$ cat src/rtl/decoder_pkg.sv
// decoder_pkg: shared state type and one-hot helper for onehot_decoder_seq.
// Used by both the DECODE_SCAN_EN build and the direct-only build.
package decoder_pkg;

    localparam int MAX_SEL_W = 6;
    localparam int MAX_OUT_W = 1 << MAX_SEL_W;

    typedef enum logic [1:0] {
        IDLE,
        HOLD,
        SCAN
    } state_t;

    // Widest one-hot vector; callers truncate to their own width.
    function automatic logic [MAX_OUT_W-1:0] onehot(
        input logic [MAX_SEL_W-1:0] sel
    );
        onehot = MAX_OUT_W'(1) << sel;
    endfunction

endpackage

$ cat src/rtl/onehot_decoder_seq_dwell_timer.sv
// dwell_timer: loadable down-counter that sets the scan dwell per position.
// Counts down to zero and stops there until it is reloaded.
module dwell_timer
    import decoder_pkg::*;
#(
    parameter int DWELL_W = 8
) (
    input  logic               clk,
    input  logic               rst,
    input  logic               load,
    input  logic               dec,
    input  logic [DWELL_W-1:0] load_val,
    output logic               zero
);

    logic [DWELL_W-1:0] count;

    // Load takes priority over the decrement.
    always_ff @(posedge clk) begin
        if (rst) begin
            count <= '0;
        end else if (load) begin
            count <= load_val;
        end else if (dec && (count != '0)) begin
            count <= count - 1'b1;
        end
    end

    assign zero = (count == '0);

endmodule

$ cat src/rtl/onehot_decoder_seq.sv
// onehot_decoder_seq: registered SEL_W -> 2^SEL_W one-hot decoder with handshake.
// Define DECODE_SCAN_EN to add the scan mode (walking bit with programmable dwell).
module onehot_decoder_seq
    import decoder_pkg::*;
#(
    parameter  int SEL_W   = 2,
    parameter  int DWELL_W = 8,
    localparam int OUT_W   = 1 << SEL_W
) (
    input  logic               clk,
    input  logic               rst,
    input  logic               en,
    input  logic               mode,
    input  logic               in_valid,
    output logic               in_ready,
    input  logic [SEL_W-1:0]   sel_in,
    input  logic [DWELL_W-1:0] dwell,
    output logic [OUT_W-1:0]   out,
    output logic               out_valid,
    output logic               scan_wrap
);

    state_t           state;
    state_t           state_nx;
    logic [OUT_W-1:0] out_nx;
    logic [OUT_W-1:0] cap;
    logic [OUT_W-1:0] cap_nx;
    logic             valid_nx;
    logic [OUT_W-1:0] sel_oh;
    logic             xfer;

    assign sel_oh = OUT_W'(onehot(MAX_SEL_W'(sel_in)));
    assign xfer   = in_valid & in_ready;

`ifdef DECODE_SCAN_EN
    logic [SEL_W-1:0] idx;
    logic [SEL_W-1:0] idx_nx;
    logic [SEL_W-1:0] idx_inc;
    logic [OUT_W-1:0] idx_oh;
    logic [OUT_W-1:0] inc_oh;
    logic             wrap_nx;
    logic             load;
    logic             dec;
    logic             zero;

    assign idx_inc  = idx + SEL_W'(1);
    assign idx_oh   = OUT_W'(onehot(MAX_SEL_W'(idx)));
    assign inc_oh   = OUT_W'(onehot(MAX_SEL_W'(idx_inc)));
    assign in_ready = ~rst & en & ~mode & (state != SCAN);
`else
    logic unused_scan;

    assign unused_scan = ^{mode, dwell};
    assign in_ready    = ~rst & en;
`endif

    // Next state, next output and captured value; en low blanks and freezes.
    always_comb begin
        state_nx = state;
        out_nx   = out;
        cap_nx   = cap;
        valid_nx = out_valid;
`ifdef DECODE_SCAN_EN
        idx_nx   = idx;
        wrap_nx  = 1'b0;
        load     = 1'b0;
        dec      = 1'b0;
`endif
        if (!en) begin
            out_nx   = '0;
            valid_nx = 1'b0;
        end else begin
            case (state)
                IDLE, HOLD: begin
`ifdef DECODE_SCAN_EN
                    if (mode) begin
                        state_nx = SCAN;
                        idx_nx   = '0;
                        out_nx   = OUT_W'(1);
                        valid_nx = 1'b1;
                        load     = 1'b1;
                    end else
`endif
                    if (xfer) begin
                        state_nx = HOLD;
                        out_nx   = sel_oh;
                        cap_nx   = sel_oh;
                        valid_nx = 1'b1;
                    end else if (state == HOLD) begin
                        out_nx   = cap;
                        valid_nx = 1'b1;
                    end else begin
                        out_nx   = '0;
                        valid_nx = 1'b0;
                    end
                end
`ifdef DECODE_SCAN_EN
                SCAN: begin
                    valid_nx = 1'b1;
                    if (!mode) begin
                        state_nx = HOLD;
                        out_nx   = idx_oh;
                        cap_nx   = idx_oh;
                    end else if (zero) begin
                        load    = 1'b1;
                        idx_nx  = idx_inc;
                        out_nx  = inc_oh;
                        wrap_nx = &idx;
                    end else begin
                        dec    = 1'b1;
                        out_nx = idx_oh;
                    end
                end
`endif
                default: begin
                    state_nx = IDLE;
                    out_nx   = '0;
                    valid_nx = 1'b0;
                end
            endcase
        end
    end

    // Registered state and outputs.
    always_ff @(posedge clk) begin
        if (rst) begin
            state     <= IDLE;
            out       <= '0;
            out_valid <= 1'b0;
            cap       <= '0;
        end else begin
            state     <= state_nx;
            out       <= out_nx;
            out_valid <= valid_nx;
            cap       <= cap_nx;
        end
    end

`ifdef DECODE_SCAN_EN
    // Scan position and wrap pulse.
    always_ff @(posedge clk) begin
        if (rst) begin
            idx       <= '0;
            scan_wrap <= 1'b0;
        end else begin
            idx       <= idx_nx;
            scan_wrap <= wrap_nx;
        end
    end

    dwell_timer #(
        .DWELL_W(DWELL_W)
    ) u_timer (
        .clk     (clk),
        .rst     (rst),
        .load    (load),
        .dec     (dec),
        .load_val(dwell),
        .zero    (zero)
    );
`else
    assign scan_wrap = 1'b0;
`endif

endmodule

$ cat config.mk
export PLATFORM = sky130hd
export DESIGN_NAME = onehot_decoder_seq
export DESIGN_NICKNAME = d
export VERILOG_FILES = /design/src/rtl/decoder_pkg.sv /design/src/rtl/onehot_decoder_seq_dwell_timer.sv /design/src/rtl/onehot_decoder_seq.sv
export SDC_FILE = /design/constraint.sdc
export NUM_CORES = 1
export LEC_CHECK = 0
export ABC_CLOCK_PERIOD_IN_PS = 1600
export CORE_AREA = 8 8 45 47
export CTS_CLUSTER_DIAMETER = 60
export DETAILED_ROUTE_END_ITERATION = 6
export DIE_AREA = 0 0 53 55
export PLACE_DENSITY = 0.72
export SYNTH_ARGS = -nofsm -noshare
export SYNTH_HDL_FRONTEND = slang
export SYNTH_SLANG_ARGS = --single-unit
$ cat constraint.sdc
create_clock -name clk -period 1.6 [get_ports clk]
set_input_delay 0.32 -clock clk [delete_from_list [all_inputs] [get_ports clk]]
set_output_delay 0.32 -clock clk [all_outputs]
set_load 0.03 [all_outputs]
### Word-level counts from Yosys, hierarchy flattened

Cells that the tools add are included.

* register bits after elaboration: 11
* output and inout bits: 7

* equality and inequality tests: 2
* shift-type cells: 1
* muxes and demuxes: 6
* bitwise gates (word level): 5
* reduce and logical (&&, ||, !) cells: 5

Operators with widths (number)
* 2-to-1 mux 4 bit: 2
* 2-to-1 mux 2 bit: 2
* left shift 1 x 2 -> 4 bit (first input constant): 1
* inverter 1 bit: 3
* AND reduction 3 bit: 1
* OR reduction 3 bit: 1
* bitwise AND 1 bit: 2
* equality test 2 x 1 -> 1 bit (second input constant): 1
* zero test 2 bit: 1
* 2-to-1 mux 1 bit: 2
* != test 2 bit (second input constant): 1
* AND reduction 2 bit: 1
* OR reduction 2 bit: 1

### Longest topological paths before layout

Gate-level depths: netlist of the first run.

* depth after elaboration: 5
* gate-level depth with buffers: 4
* gate-level depth less buffers: 2

### Least setup slack after synthesis of the first run

No wires, ideal clock.

* path kind: in2out
* start: input port en
* end: output port in_ready
* data arrival time: 0.830 ns
* data required time: 1.280 ns
* path slack: 0.450 ns
* stages on the path: 3
* cell sequence: buf_2 -> nand2b_1 -> inv_1

* longest elaborated chain between the ends: 1

Ends and longest elaborated chain
* start, declared: RTL line onehot_decoder_seq.sv:12 `input logic en,`
* bitwise AND 1 bit: RTL line onehot_decoder_seq.sv:54 `assign in_ready = ~rst & en;`
* end, declared: RTL line onehot_decoder_seq.sv:15 `output logic in_ready,`

No other way between the ends.

### Worst setup path in the final report of the first run

* start: register out[2]
* end: output port out[2]

RTL lines
* start, declared: RTL line onehot_decoder_seq.sv:18 `output logic [OUT_W-1:0] out,`
* start signal, assigned: RTL line onehot_decoder_seq.sv:133 `out <= out_nx;`

No word-level cell between the ends.

==> results of run 1 <==
flip-flops by register name (all words and copies together) (netlist names):
signal	count
out	4
out_valid	1
cap	4
state	1
power by group:
part | total, mW | internal [mW] | switching, mW
logic | 0.0779 | 0.0392 | 0.0387
clock network | 0.225 | 0.138 | 0.0865
registers | 0.261 | 0.257 | 0.00471
per-layer routing:
| metal | global-route usage | routed length [um] | vias up |
|---|---|---|---|
| li1 | - | - | 195 |
| met1 | 0.0809 | 422 | 159 |
| met2 | 0.107 | 425 | 11 |
| met3 | 0.0321 | 82 | 0 |
| met4 | 0.0517 | 0 | 0 |
| met5 | 0 | 0 | - |
path summary, 6_finish.rpt:
| path | endpoint | from | slack, ns |
|---|---|---|---|
| setup / recovery | out[2] | out[2]$_SDFF_PP0_ | 0.05 |
| setup reg to reg | out[3]$_SDFF_PP0_ | state[0]$_SDFFE_PP0P_ | 0.85 |
| hold reg to reg | out[0]$_SDFF_PP0_ | cap[0]$_SDFFE_PP0P_ | 0.48 |
| hold / removal | out[0]$_SDFF_PP0_ | cap[0]$_SDFFE_PP0P_ | 0.48 |
metrics by stage:
step	total power, mW	worst slack [ns]	instance area (sq um)	hold WS [ns]	util
floorplan	0.308	0.450	429	0.389	-
global placement	0.344	0.158	577	0.465	0.417
detailed placement	0.345	0.145	577	0.472	0.417
CTS	0.575	0.0264	613	0.485	0.443
global route	0.596	0.0106	621	0.511	0.448
finish	0.564	0.0542	621	0.480	0.448
layout by cell type, fill, tap and decap left out, types with 2 or more instances in the layout:
cell type / n
dfxtp_1: 10
a21oi_1: 9
clkdlybuf4s50_1: 7
buf_4: 7
nand3b_1: 6
a21bo_2: 4
nor2_1: 3
clkbuf_4: 3
dlymetal6s2s_1: 3
nand4b_1: 2
layout make-up:
class	instances	area, sq um	area share
Multi-Input combinational cell	30	200	0.323
Tap cell	16	20.0	0.0323
Sequential cell	10	200	0.323
Inverter	1	3.75	0.00605
Timing Repair Buffer	17	160	0.258
Clock buffer	4	36.3	0.0585
Yosys cell counts, drive strengths merged:
cell type / count / area, sq um
a21bo: 4 / 40.0
a21oi: 9 / 45.0
buf: 4 / 25.0
conb: 1 / 3.75
dfxtp: 10 / 200
inv: 1 / 3.75
nand2b: 1 / 6.26
nand3: 1 / 5.00
nand3b: 6 / 45.0
nand4: 1 / 6.26
nand4b: 2 / 17.5
nand4bb: 1 / 11.3
nor2: 3 / 11.3
or3b: 1 / 8.76
cells by family after synthesis:
logic type,Yosys count,synth area share
compound gates,13,0.198
buf+inv,5,0.0670
flops,10,0.466
other cells,1,0.00874
simple gates,16,0.259
==> out/results.txt, run 1 <==
outcome = finished clean
clock-pin slew on the worst setup and hold paths = 0.07 ns
Clock Tree Buf Depth = 2
Synth Instances = 45
initial antenna violation count = 0
Die X = 53 um
R2R cell count = 2
Tmin final = 1.55 ns
RSZ-0062 raised after global routing = no
register area share after synthesis = 0.466
PwrDens = 908 nW/um^2
Final Slew Violations = 0
CP max stage cell = clkdlybuf4s50_1
initial drt markers = 8
Core Footprint = 1380 sq um
crit path buf inv count = 1
Residual DRC = 0
via/cell ratio = 4.68
root buf cell = clkbuf_4
CTS tree = done
crit-path leading delay family = buffers and inverters
Distinct cells, synth = 15
cell total after placement = 74
FF+latch count, synth = 10
Startpoint Class = register
Max Cap Viol = 0
Synth Area per Inst = 9.54 sq um
first-pass GRT wire length = 1.57 mm
Worst EP arrival = 1.23 ns
mapped cell area = 429 sq um
largest net degree at the start of global routing = 18
Routed WL = 930 um
Ports = 22
Antenna diodes = 0
number of global-route vias before repair = 364
Final Hold Fails = 0
Final Skew = 0.00245 ns
Starting Density = 0.310
total track usage = 0.0722
min-delay worst type = reg2reg
Area Growth Syn to Fin = 44.6%
via count = 365
Placer Congestion = 0.726
hold depth = 2
DPL Wire Length = 678 um
clk_lat worst skew = 0.26 ns
full die area = 2920 sq um
row count = 14
Crit Path Class = reg2out
Post-Layout Cell Count = 78
Worst IR Drop VDD = 374 uV
Stages on worst setup path = 1
routed len/inst = 11.9 um
layout cells sized above 1 = 0.242
max incr delay on CP = 0.66 ns
clock sinks = 10
worst-path fanout max = 1
number of setup buffers added after CTS = 0
H-tree depth = 1
CTS hold repair buffers = 0
Setup violations, final = 0
fill cell count = 144
syn_nets = 60
Yosys warning total = 0
Initial DRT Pass Iterations = 4
setup tns final = 0 ns
Routed Antenna Nets = 0
Final period util = 0.966
CTS Buf Count = 3
nets@finish = 78
CP Capture Type = output port
gr ovfl total = 0
critical path required time = 1.28 ns
fmax = 647 MHz
Port Buf Inserts = 11
CP cell instances = clkdlybuf4s50_1
Resize count post-CTS = 0
Die Ht = 55 um
Leak = 0.284 nW
No activity file was read; power rests on OpenSTA's default activity.
==> run 2: changes to the inputs <==
ABC_CLOCK_PERIOD_IN_PS = unset   (was 1600)
SLEW_MARGIN = 20   (was unset)
==> results of run 2 <==
Final layout, timing and power as in run 1 (identical DEF).
==> run 3: changes to the inputs <==
ABC_CLOCK_PERIOD_IN_PS = 1600   (was unset)
==> results of run 3 <==
Final layout, timing and power as in run 1 (identical DEF).
